## config.mk

```make
export PLATFORM = sky130hd
export DESIGN_NAME = sub_share_arbiter
export DESIGN_NICKNAME = d
export VERILOG_FILES = /design/src/rtl/sub_share_pkg.sv /design/src/rtl/param_subtractor.sv /design/src/rtl/sub_share_arbiter.sv
export SDC_FILE = /design/constraint.sdc
export NUM_CORES = 1
export LEC_CHECK = 0
export CAP_MARGIN = 25
export CORE_MARGIN = 2
export CORE_UTILIZATION = 32
export CTS_CLUSTER_DIAMETER = 50
export DETAILED_ROUTE_END_ITERATION = 6
export PLACE_DENSITY_LB_ADDON = 0.3
export SYNTH_ARGS = -nofsm -noshare
export SYNTH_HDL_FRONTEND = slang
export SYNTH_HIERARCHICAL = 1
export SYNTH_SLANG_ARGS = --single-unit
```

## constraint.sdc

```tcl
create_clock -name clk -period 4.5 [get_ports clk]
set_clock_uncertainty 0.15 [all_clocks]
set_input_delay 0.9 -clock clk [delete_from_list [all_inputs] [get_ports clk]]
set_output_delay 0.9 -clock clk [all_outputs]
set_load 0.01 [all_outputs]
```

## src/rtl/sub_share_pkg.sv

```systemverilog
// Shared types and helpers for the subtractor-sharing arbiter.
// Holds the slot state encoding and the round-robin pick function.
package sub_share_pkg;

    localparam int RR_MAX  = 32;
    localparam int RR_IDXW = 5;

    typedef enum logic {
        EMPTY = 1'b0,
        FULL  = 1'b1
    } slot_state_t;

    // One-hot grant: first valid index at or above ptr, wrapping at nreq.
    function automatic logic [RR_MAX-1:0] rr_pick(
        input logic [RR_MAX-1:0]  valid,
        input logic [RR_IDXW-1:0] ptr,
        input logic [RR_IDXW:0]   nreq
    );
        logic [RR_MAX-1:0] g;
        logic [RR_IDXW:0]  idx;
        logic              found;
        g     = '0;
        found = 1'b0;
        for (int k = 0; k < RR_MAX; k++) begin
            idx = {1'b0, ptr} + k[RR_IDXW:0];
            if (idx >= nreq) begin
                idx = idx - nreq;
            end
            if (k[RR_IDXW:0] < nreq && !found && valid[idx[RR_IDXW-1:0]]) begin
                g[idx[RR_IDXW-1:0]] = 1'b1;
                found = 1'b1;
            end
        end
        return g;
    endfunction

endpackage

```

## src/rtl/param_subtractor.sv

```systemverilog
// Unsigned subtractor: diff = (a - b) mod 2^WIDTH, borrow = (a < b).
module param_subtractor #(
    parameter int WIDTH = 8
) (
    input  logic [WIDTH-1:0] a,
    input  logic [WIDTH-1:0] b,
    output logic [WIDTH-1:0] diff,
    output logic             borrow
);

    assign {borrow, diff} = {1'b0, a} - {1'b0, b};

endmodule

```

## src/rtl/sub_share_arbiter.sv

```systemverilog
// Round-robin share of one param_subtractor among NREQ requesters,
// with a single-entry id-tagged result slot.
module sub_share_arbiter
    import sub_share_pkg::*;
#(
    parameter int   WIDTH = 8,
    parameter int   NREQ  = 4,
    localparam int  IDW   = (NREQ > 1) ? $clog2(NREQ) : 1
) (
    input  logic                  clk,
    input  logic                  rst_n,
    input  logic [NREQ-1:0]       req_valid,
    input  logic [NREQ*WIDTH-1:0] req_a,
    input  logic [NREQ*WIDTH-1:0] req_b,
    output logic [NREQ-1:0]       req_ready,
    output logic                  resp_valid,
    input  logic                  resp_ready,
    output logic [IDW-1:0]        resp_id,
    output logic [WIDTH-1:0]      resp_diff,
    output logic                  resp_borrow
);

    slot_state_t         state;
    slot_state_t         state_nxt;
    logic [IDW-1:0]      rr_ptr;
    logic [IDW-1:0]      ptr_nxt;
    logic [IDW-1:0]      gnt_id;
    logic [NREQ-1:0]     grant;
    logic [WIDTH-1:0]    gnt_a;
    logic [WIDTH-1:0]    gnt_b;
    logic [WIDTH-1:0]    sub_diff;
    logic                sub_borrow;
    logic                can_accept;
    logic                accept;
    logic [RR_MAX-1:0]   valid_ext;
    logic [RR_MAX-1:0]   pick;
    logic [RR_IDXW-1:0]  ptr_ext;

    always_comb begin
        valid_ext = '0;
        valid_ext[NREQ-1:0] = req_valid;
        ptr_ext = '0;
        ptr_ext[IDW-1:0] = rr_ptr;
        pick  = rr_pick(valid_ext, ptr_ext, (RR_IDXW+1)'(NREQ));
        grant = pick[NREQ-1:0];
    end

    always_comb begin
        gnt_id = '0;
        gnt_a  = '0;
        gnt_b  = '0;
        for (int i = 0; i < NREQ; i++) begin
            if (grant[i]) begin
                gnt_id = IDW'(i);
                gnt_a  = req_a[i*WIDTH +: WIDTH];
                gnt_b  = req_b[i*WIDTH +: WIDTH];
            end
        end
    end

    assign ptr_nxt = (gnt_id == IDW'(NREQ - 1)) ? '0 : gnt_id + 1'b1;

    assign can_accept = (state == EMPTY) | resp_ready;
    // Held at zero during reset so no grant is visible before the first edge.
    assign req_ready  = rst_n ? (grant & {NREQ{can_accept}}) : '0;
    assign accept     = |req_ready;
    assign resp_valid = (state == FULL);

    param_subtractor #(
        .WIDTH (WIDTH)
    ) u_sub (
        .a      (gnt_a),
        .b      (gnt_b),
        .diff   (sub_diff),
        .borrow (sub_borrow)
    );

    always_comb begin
        state_nxt = state;
        unique case (state)
            EMPTY: if (accept) state_nxt = FULL;
            FULL:  if (!accept && resp_ready) state_nxt = EMPTY;
            default: state_nxt = EMPTY;
        endcase
    end

    always_ff @(posedge clk or negedge rst_n) begin
        if (!rst_n) begin
            state <= EMPTY;
        end else begin
            state <= state_nxt;
        end
    end

    always_ff @(posedge clk or negedge rst_n) begin
        if (!rst_n) begin
            rr_ptr      <= '0;
            resp_id     <= '0;
            resp_diff   <= '0;
            resp_borrow <= 1'b0;
        end else if (accept) begin
            rr_ptr      <= ptr_nxt;
            resp_id     <= gnt_id;
            resp_diff   <= sub_diff;
            resp_borrow <= sub_borrow;
        end
    end

endmodule
```

==> Word-level counts from Yosys, hierarchy flattened <==
Index checks and enable logic that the tools add are counted.
{ "totals": {"reg_bits": 14, "latch_bits": 0, "mem_bits_rw": 0, "romBits": 0, "output_inout_bits": 16, "memories": 0} }
{ "classes": {"n_addsub": 9, "multipliers": 0, "div": 0, "order_cmp": 12, "eq_ne": 1, "n_shift": 0, "n_mux": 43, "bitwise_logic": 6, "n_reduce_logical": 13} }
{ "ops": {"columns": ["operator", "n"], "rows": [
  ["8-bit two-way mux", 8],
  ["5-bit by 6-bit < comparator with 1-bit output (second input constant)", 4],
  ["1-bit binary-select mux with 5-bit select", 4],
  ["1-bit demux with 5-bit select", 4],
  ["5-bit by 1-bit greater-or-equal comparator with 1-bit output (second input constant)", 4],
  ["4-bit two-way mux", 5],
  ["5-bit two-way mux", 4],
  ["1-bit two-way mux", 14],
  ["4-bit bitwise OR", 3],
  ["3-bit by 3-bit subtractor with 4-bit output (second input constant)", 3],
  ["3-bit greater-or-equal comparator (second input constant)", 3],
  ["8-bit by 8-bit subtractor with 9-bit output", 1],
  ["1-bit logical AND", 8],
  ["2-bit by 2-bit adder with 3-bit output (second input constant)", 2],
  ["2-bit two-way mux", 3],
  ["4-bit AND", 1],
  ["1-bit zero test", 4],
  ["4-bit OR reduction", 1],
  ["2-bit by 3-bit subtractor with 4-bit output (second input constant)", 1],
  ["2-bit by 1-bit adder with 3-bit output (second input constant)", 1],
  ["2-bit by 3-bit greater-or-equal comparator with 1-bit output (second input constant)", 1],
  ["2-bit by 1-bit adder with 2-bit output (second input constant)", 1],
  ["2-bit == test (second input constant)", 1],
  ["1-bit case mux with 2 select lines", 1],
  ["other kinds (2)", 2]
]} }

==> Longest topological paths before layout <==
{ "logic_depth": {"ltp_word": 21, "mapped_depth": 20, "ltp_nobuf": 17} }

==> Hierarchy <==
The synthesis kept the hierarchy.
{ "by_module_without_submodules": {"columns": ["module", "instances", "cells_each", "area_per_inst_um2", "seq_area_each_um2"], "rows": [
  ["sub_share_arbiter", 1, 165, 1601.5, 350.3],
  ["param_subtractor", 1, 48, 354.1, 0.0]
]} }

==> Worst setup path before layout <==
OpenSTA, ideal clock, no wires.
{ "synth_path": {"kind": "input port to flip-flop", "startpoint": "input req_valid[1]", "endpoint": "register resp_borrow", "arrival_time_ns": 4.286, "slack_ns": -0.061, "cell_stages": 16, "n_path_buf": 2, "cell_sequence": "mux4_1 a22o_1 a221o_1 buf_2 nor4_4 buf_6 o2bb2ai_1 inv_1 ha_1 fa_1 nor2b_4 o21ai_2 a21boi_2 o21ai_1 o2bb2ai_1 mux2_4"} }
{ "synth_between": {"elab_chain_cells": 17, "word_cells_on_any_way": 36} }
{ "synth_rtl": {"columns": ["item", "line_no", "source"], "rows": [
  ["from (decl)", "sub_share_arbiter.sv:12", "input logic [NREQ-1:0] req_valid,"],
  ["1-bit binary-select mux with 5-bit select", "sub_share_pkg.sv:29", "if (k[RR_IDXW:0] < nreq && !found && valid[idx[RR_IDXW-1:0]]) begin"],
  ["1-bit two-way mux (implied by the code)", "sub_share_pkg.sv:29", null],
  ["1-bit two-way mux", "sub_share_pkg.sv:29", null],
  ["1-bit zero test", "sub_share_pkg.sv:29", null],
  ["1-bit logical AND", "sub_share_pkg.sv:29", null],
  ["1-bit two-way mux", "sub_share_pkg.sv:29", null],
  ["1-bit zero test", "sub_share_pkg.sv:29", null],
  ["1-bit logical AND", "sub_share_pkg.sv:29", null],
  ["1-bit two-way mux", "sub_share_pkg.sv:29", null],
  ["1-bit zero test", "sub_share_pkg.sv:29", null],
  ["1-bit logical AND", "sub_share_pkg.sv:29", null],
  ["4-bit two-way mux *", "sub_share_pkg.sv:29", null],
  ["8-bit two-way mux (3 in series)", "sub_share_arbiter.sv:53", "if (grant[i]) begin"],
  ["8-bit two-way mux *", "sub_share_arbiter.sv:53", null],
  ["named net gnt_a[0]", "sub_share_arbiter.sv:29", "logic [WIDTH-1:0] gnt_a;"],
  ["8-bit by 8-bit subtractor with 9-bit output *", "param_subtractor.sv:11", "assign {borrow, diff} = {1'b0, a} - {1'b0, b};"],
  ["named net sub_borrow", "sub_share_arbiter.sv:32", "logic sub_borrow;"],
  ["to (signal assigned)", "sub_share_arbiter.sv:105", "resp_borrow <= sub_borrow;"],
  ["to (decl)", "sub_share_arbiter.sv:20", "output logic resp_borrow"]
]} }
Mark *: on every way through the listed nets, which the timed path passes. The rest lies on a longest branch. The select of a mux whose other input is x is not followed.
A chain may end at the register's enable or synchronous reset.

==> Worst setup path in the final report <==
{ "layout_path": {"startpoint": "input req_valid[0]", "endpoint": "output req_ready[3]"} }
{ "layout_between": {"elab_chain_cells": 14, "word_cells_on_any_way": 26} }
{ "layout_rtl": {"columns": ["item", "line_no", "source"], "rows": [
  ["1-bit binary-select mux with 5-bit select", "sub_share_pkg.sv:29", null],
  ["1-bit two-way mux (implied by the code)", "sub_share_pkg.sv:29", null],
  ["1-bit two-way mux", "sub_share_pkg.sv:29", null],
  ["1-bit zero test", "sub_share_pkg.sv:29", null],
  ["1-bit logical AND", "sub_share_pkg.sv:29", null],
  ["1-bit two-way mux", "sub_share_pkg.sv:29", null],
  ["1-bit zero test", "sub_share_pkg.sv:29", null],
  ["1-bit logical AND", "sub_share_pkg.sv:29", null],
  ["1-bit two-way mux", "sub_share_pkg.sv:29", null],
  ["1-bit zero test", "sub_share_pkg.sv:29", null],
  ["1-bit logical AND", "sub_share_pkg.sv:29", null],
  ["4-bit two-way mux *", "sub_share_pkg.sv:29", null],
  ["4-bit AND *", "sub_share_arbiter.sv:65", "assign req_ready = rst_n ? (grant & {NREQ{can_accept}}) : '0;"],
  ["4-bit two-way mux *", "sub_share_arbiter.sv:65", null],
  ["to (decl)", "sub_share_arbiter.sv:15", "output logic [NREQ-1:0] req_ready,"]
]} }
Mark *: on every way between the ends. The rest lies on a longest branch, timed or not. The select of a mux whose other input is x is not followed.

==> flow_summary.yaml <==
global_route:
  antenna_found_initial: 0
  grt_max_degree: 16
  globalRoute.totalOverflow: 0
  grt_pass1_vias: 2197
  track_usage: 0.193
  grt_first_pass_wirelength_um: 10100
route:
  via_per_inst: 5.19
  dr.first_iter.drc_count: 60
  totalWireLength_um: 6610
  drt_pre_antenna_iters: 4
  num_vias: 2202
  wl_per_cell_um: 15.6
  drc: 0
  postRouteAntennaNets: 0
timing:
  fmax_ghz: 0.228
  finalMaxSlewViolations: 0
  relSlewSlack: 0.588
  hold_viol: 0
  fin_ws_ns: 0.109
  rsz0062_at_grt: "yes"
  fin_crit_sh: 0.976
  fin_crit_ns: 4.39
  setup_viol: 0
  worstMarginPinSlew_ns: 0.614
  timing.hold.ws_ns: 0.352
cts:
  cts-buffers-inserted: 3
  clkLatencyLatePin_ns: 0.24
  cts.sinks: 14
  cts.clk_slew.worst_paths_ns: 0.06
  ctsHoldBuffers: 0
  cts_buffer_depth: 2
  cts_root_buf: "clkbuf_8"
  h-tree-depth: 1
  cts_tree: "done"
logic_synthesis:
  async_reset_ff_frac: 1.00
  synth-seq-area-share: 0.179
  synth-edff-count: 0
  yosys_warnings: 6
  synth-main-ff-cell: "dfrtp_1"
  ys_types: 53
  syn-num-nets: 300
  syn_avg_cell_area_um2: 9.18
  synth_area_leaders: "dfrtp_1, ha_1, o2bb2ai_1"
  synthCells: 213
  syn-cell-area_um2: 1960
  yosysTopAreaCell: "dfrtp_1"
  ys_seq_elements: 14
  synth_top_area_frac: 0.179
worst_setup_path:
  crit_chain: "dlygate4sd2_1 > mux2_4 > a211o_1 > a221oi_4 > buf_4 > a221oi_2 > buf_12 > buf_4 > nor2_1 > clkdlybuf4s50_1"
  worst_path_most_repeated_cell: "buf_4"
  crit_path_end_kind: "output pin"
  critPathKind: "in2out"
  cp.required_ns: 3.45
  crit_fanout: 8
  crit_arrival_ns: 3.34
  ff2ff_path_depth: 18
  r2r_start: "rr_ptr[1]"
  cpPeakStageDelay_ns: 0.57
  startpoint_type: "input port"
  r2r_end: "resp_borrow"
  cpMaxStageDelayCell: "clkdlybuf4s50_1"
  reg2reg_slack_ns: 0.28
min_path:
  worstHoldPathType: "reg2reg"
  min_from: "resp_id[1]"
  hold_depth: 1
  min_to: "resp_id[1]"
layout:
  n_fill_cell: 515
  antenna_cells: 0
  multi_input_area_um2: 1590
  area_delta_synth_final_pct: 78.3
  final_cells: 424
  nNetsFinal: 437
  regArea_um2: 350
  layout-drive-gt1-share: 0.312
floorplanning:
  die-area_um2: 6750
  core_area_um2: 5920
  die_h_um: 82.2
  ios: 87
  rows: 28
  initial_core_util: 0.330
  fp.dieW_um: 82.2
placement:
  placedCellCount: 417
  dp_hpwl_um: 5430
  dp_worst_setup_slack_ns: -0.466
  gp_congestion: 0.912
  io_buffers: 86
outcome:
  outcome: "finished clean"
flow_run:
  drv_cap: 0
cells in the mapped netlist, types with 3 or more instances:
master and count:
nor2_1 28, buf_2 4, nor2b_1 3, clkbuf_1 4, xnor2_1 4, mux2_4 10, a21boi_0 16, buf_6 3
o21a_1 4, a311oi_1 16, dfrtp_1 14, a21oi_1 6, nand2_1 4, inv_1 17, ha_1 15, o2bb2ai_1 18
critical path, delay by kind of cell:
| family | cells | cell delay (ns) |
|---|---|---|
| buf+inv | 5 | 1.31 |
| compound gates | 3 | 0.69 |
| mux | 1 | 0.27 |
| simple gates | 1 | 0.15 |
through the flow:
step                      TNS (ns)  area, µm²  utilization
after floorplan                  0       1970            -
after global placement       -2.36       3300        0.557
after detailed placement     -3.04       3300        0.557
after CTS                        0       3370        0.570
after global routing        -0.106       3490        0.589
final                            0       3490        0.589
sequential cells by signal (all words and copies together) (netlist names):
signal,cells
resp_id,2
rr_ptr,2
resp_borrow,1
resp_diff,8
resp_valid,1
layout make-up:
| type | instances | share of cell area |
|---|---|---|
| Clock buffer | 4 | 0.0158 |
| Inverter | 17 | 0.0183 |
| Multi-Input combinational cell | 170 | 0.455 |
| Sequential cell | 14 | 0.100 |
| Tap cell | 75 | 0.0269 |
| Timing Repair Buffer | 144 | 0.384 |
per-layer routing:
layer / wire length [µm] / GRT usage / vias up
li1: - / - / 1097
met1: 2990 / 0.242 / 1039
met2: 3290 / 0.350 / 54
met3: 234 / 0.0293 / 12
met4: 108 / 0.0367 / 0
met5: 0 / 0 / -
timing repair:
item	CTS	global route
pin swaps	5	11
setup buffers	1	2
gates resized for setup	12	23
setup endpoints to repair	10	6
cells by family (layout without fill, tap and decap cells):
kind of cell               Yosys count  count (layout)  synth area share
AOI/OAI and AO/OA                   89              89             0.387
and+or+nand+nor                     48              48             0.129
buffers and inverters               29             165            0.0717
adders and majority gates           16              16             0.106
DFF                                 14              14             0.179
muxes                               13              13             0.109
xor gates and xnor gates             4               4            0.0179
worst max path at each step:
stage | end | slack, ns | cells after the start | startpoint
2_1_floorplan | resp_borrow | 0.007 | 18 | req_valid[1]
3_3_place_gp | resp_diff[6] | -0.39 | 17 | req_valid[1]
3_5_place_dp | resp_diff[6] | -0.47 | 17 | req_valid[1]
4_1_cts | resp_diff[6] | 0.03 | 18 | req_valid[1]
5_1_grt | resp_diff[6] | -0.04 | 19 | req_valid[0]
6_report | req_ready[3] | 0.11 | 10 | req_valid[0]
cell usage in the layout (no fill, tap or decap), drive strengths merged, types with 2 or more instances in the layout:
cell type,n
nor3,2
clkbuf,5
nand2,5
mux2,10
xnor2,4
a32oi,3
ha,15
a21boi,18
nor2b,4
clkdlybuf4s50,81
o21a,4
nor3b,2
and2,3
a22oi,2
buf,58
o21ai,5
o211ai,2
nor2,28
a311oi,16
a211o,2
a221oi,4
a21oi,7
mux4,2
inv,17
o2bb2ai,18
dfrtp,14
dlygate4sd2,4
Power is left out: the tool's default activity adds up to more than one toggle a clock period on the data nets, which glitch-free logic cannot reach.
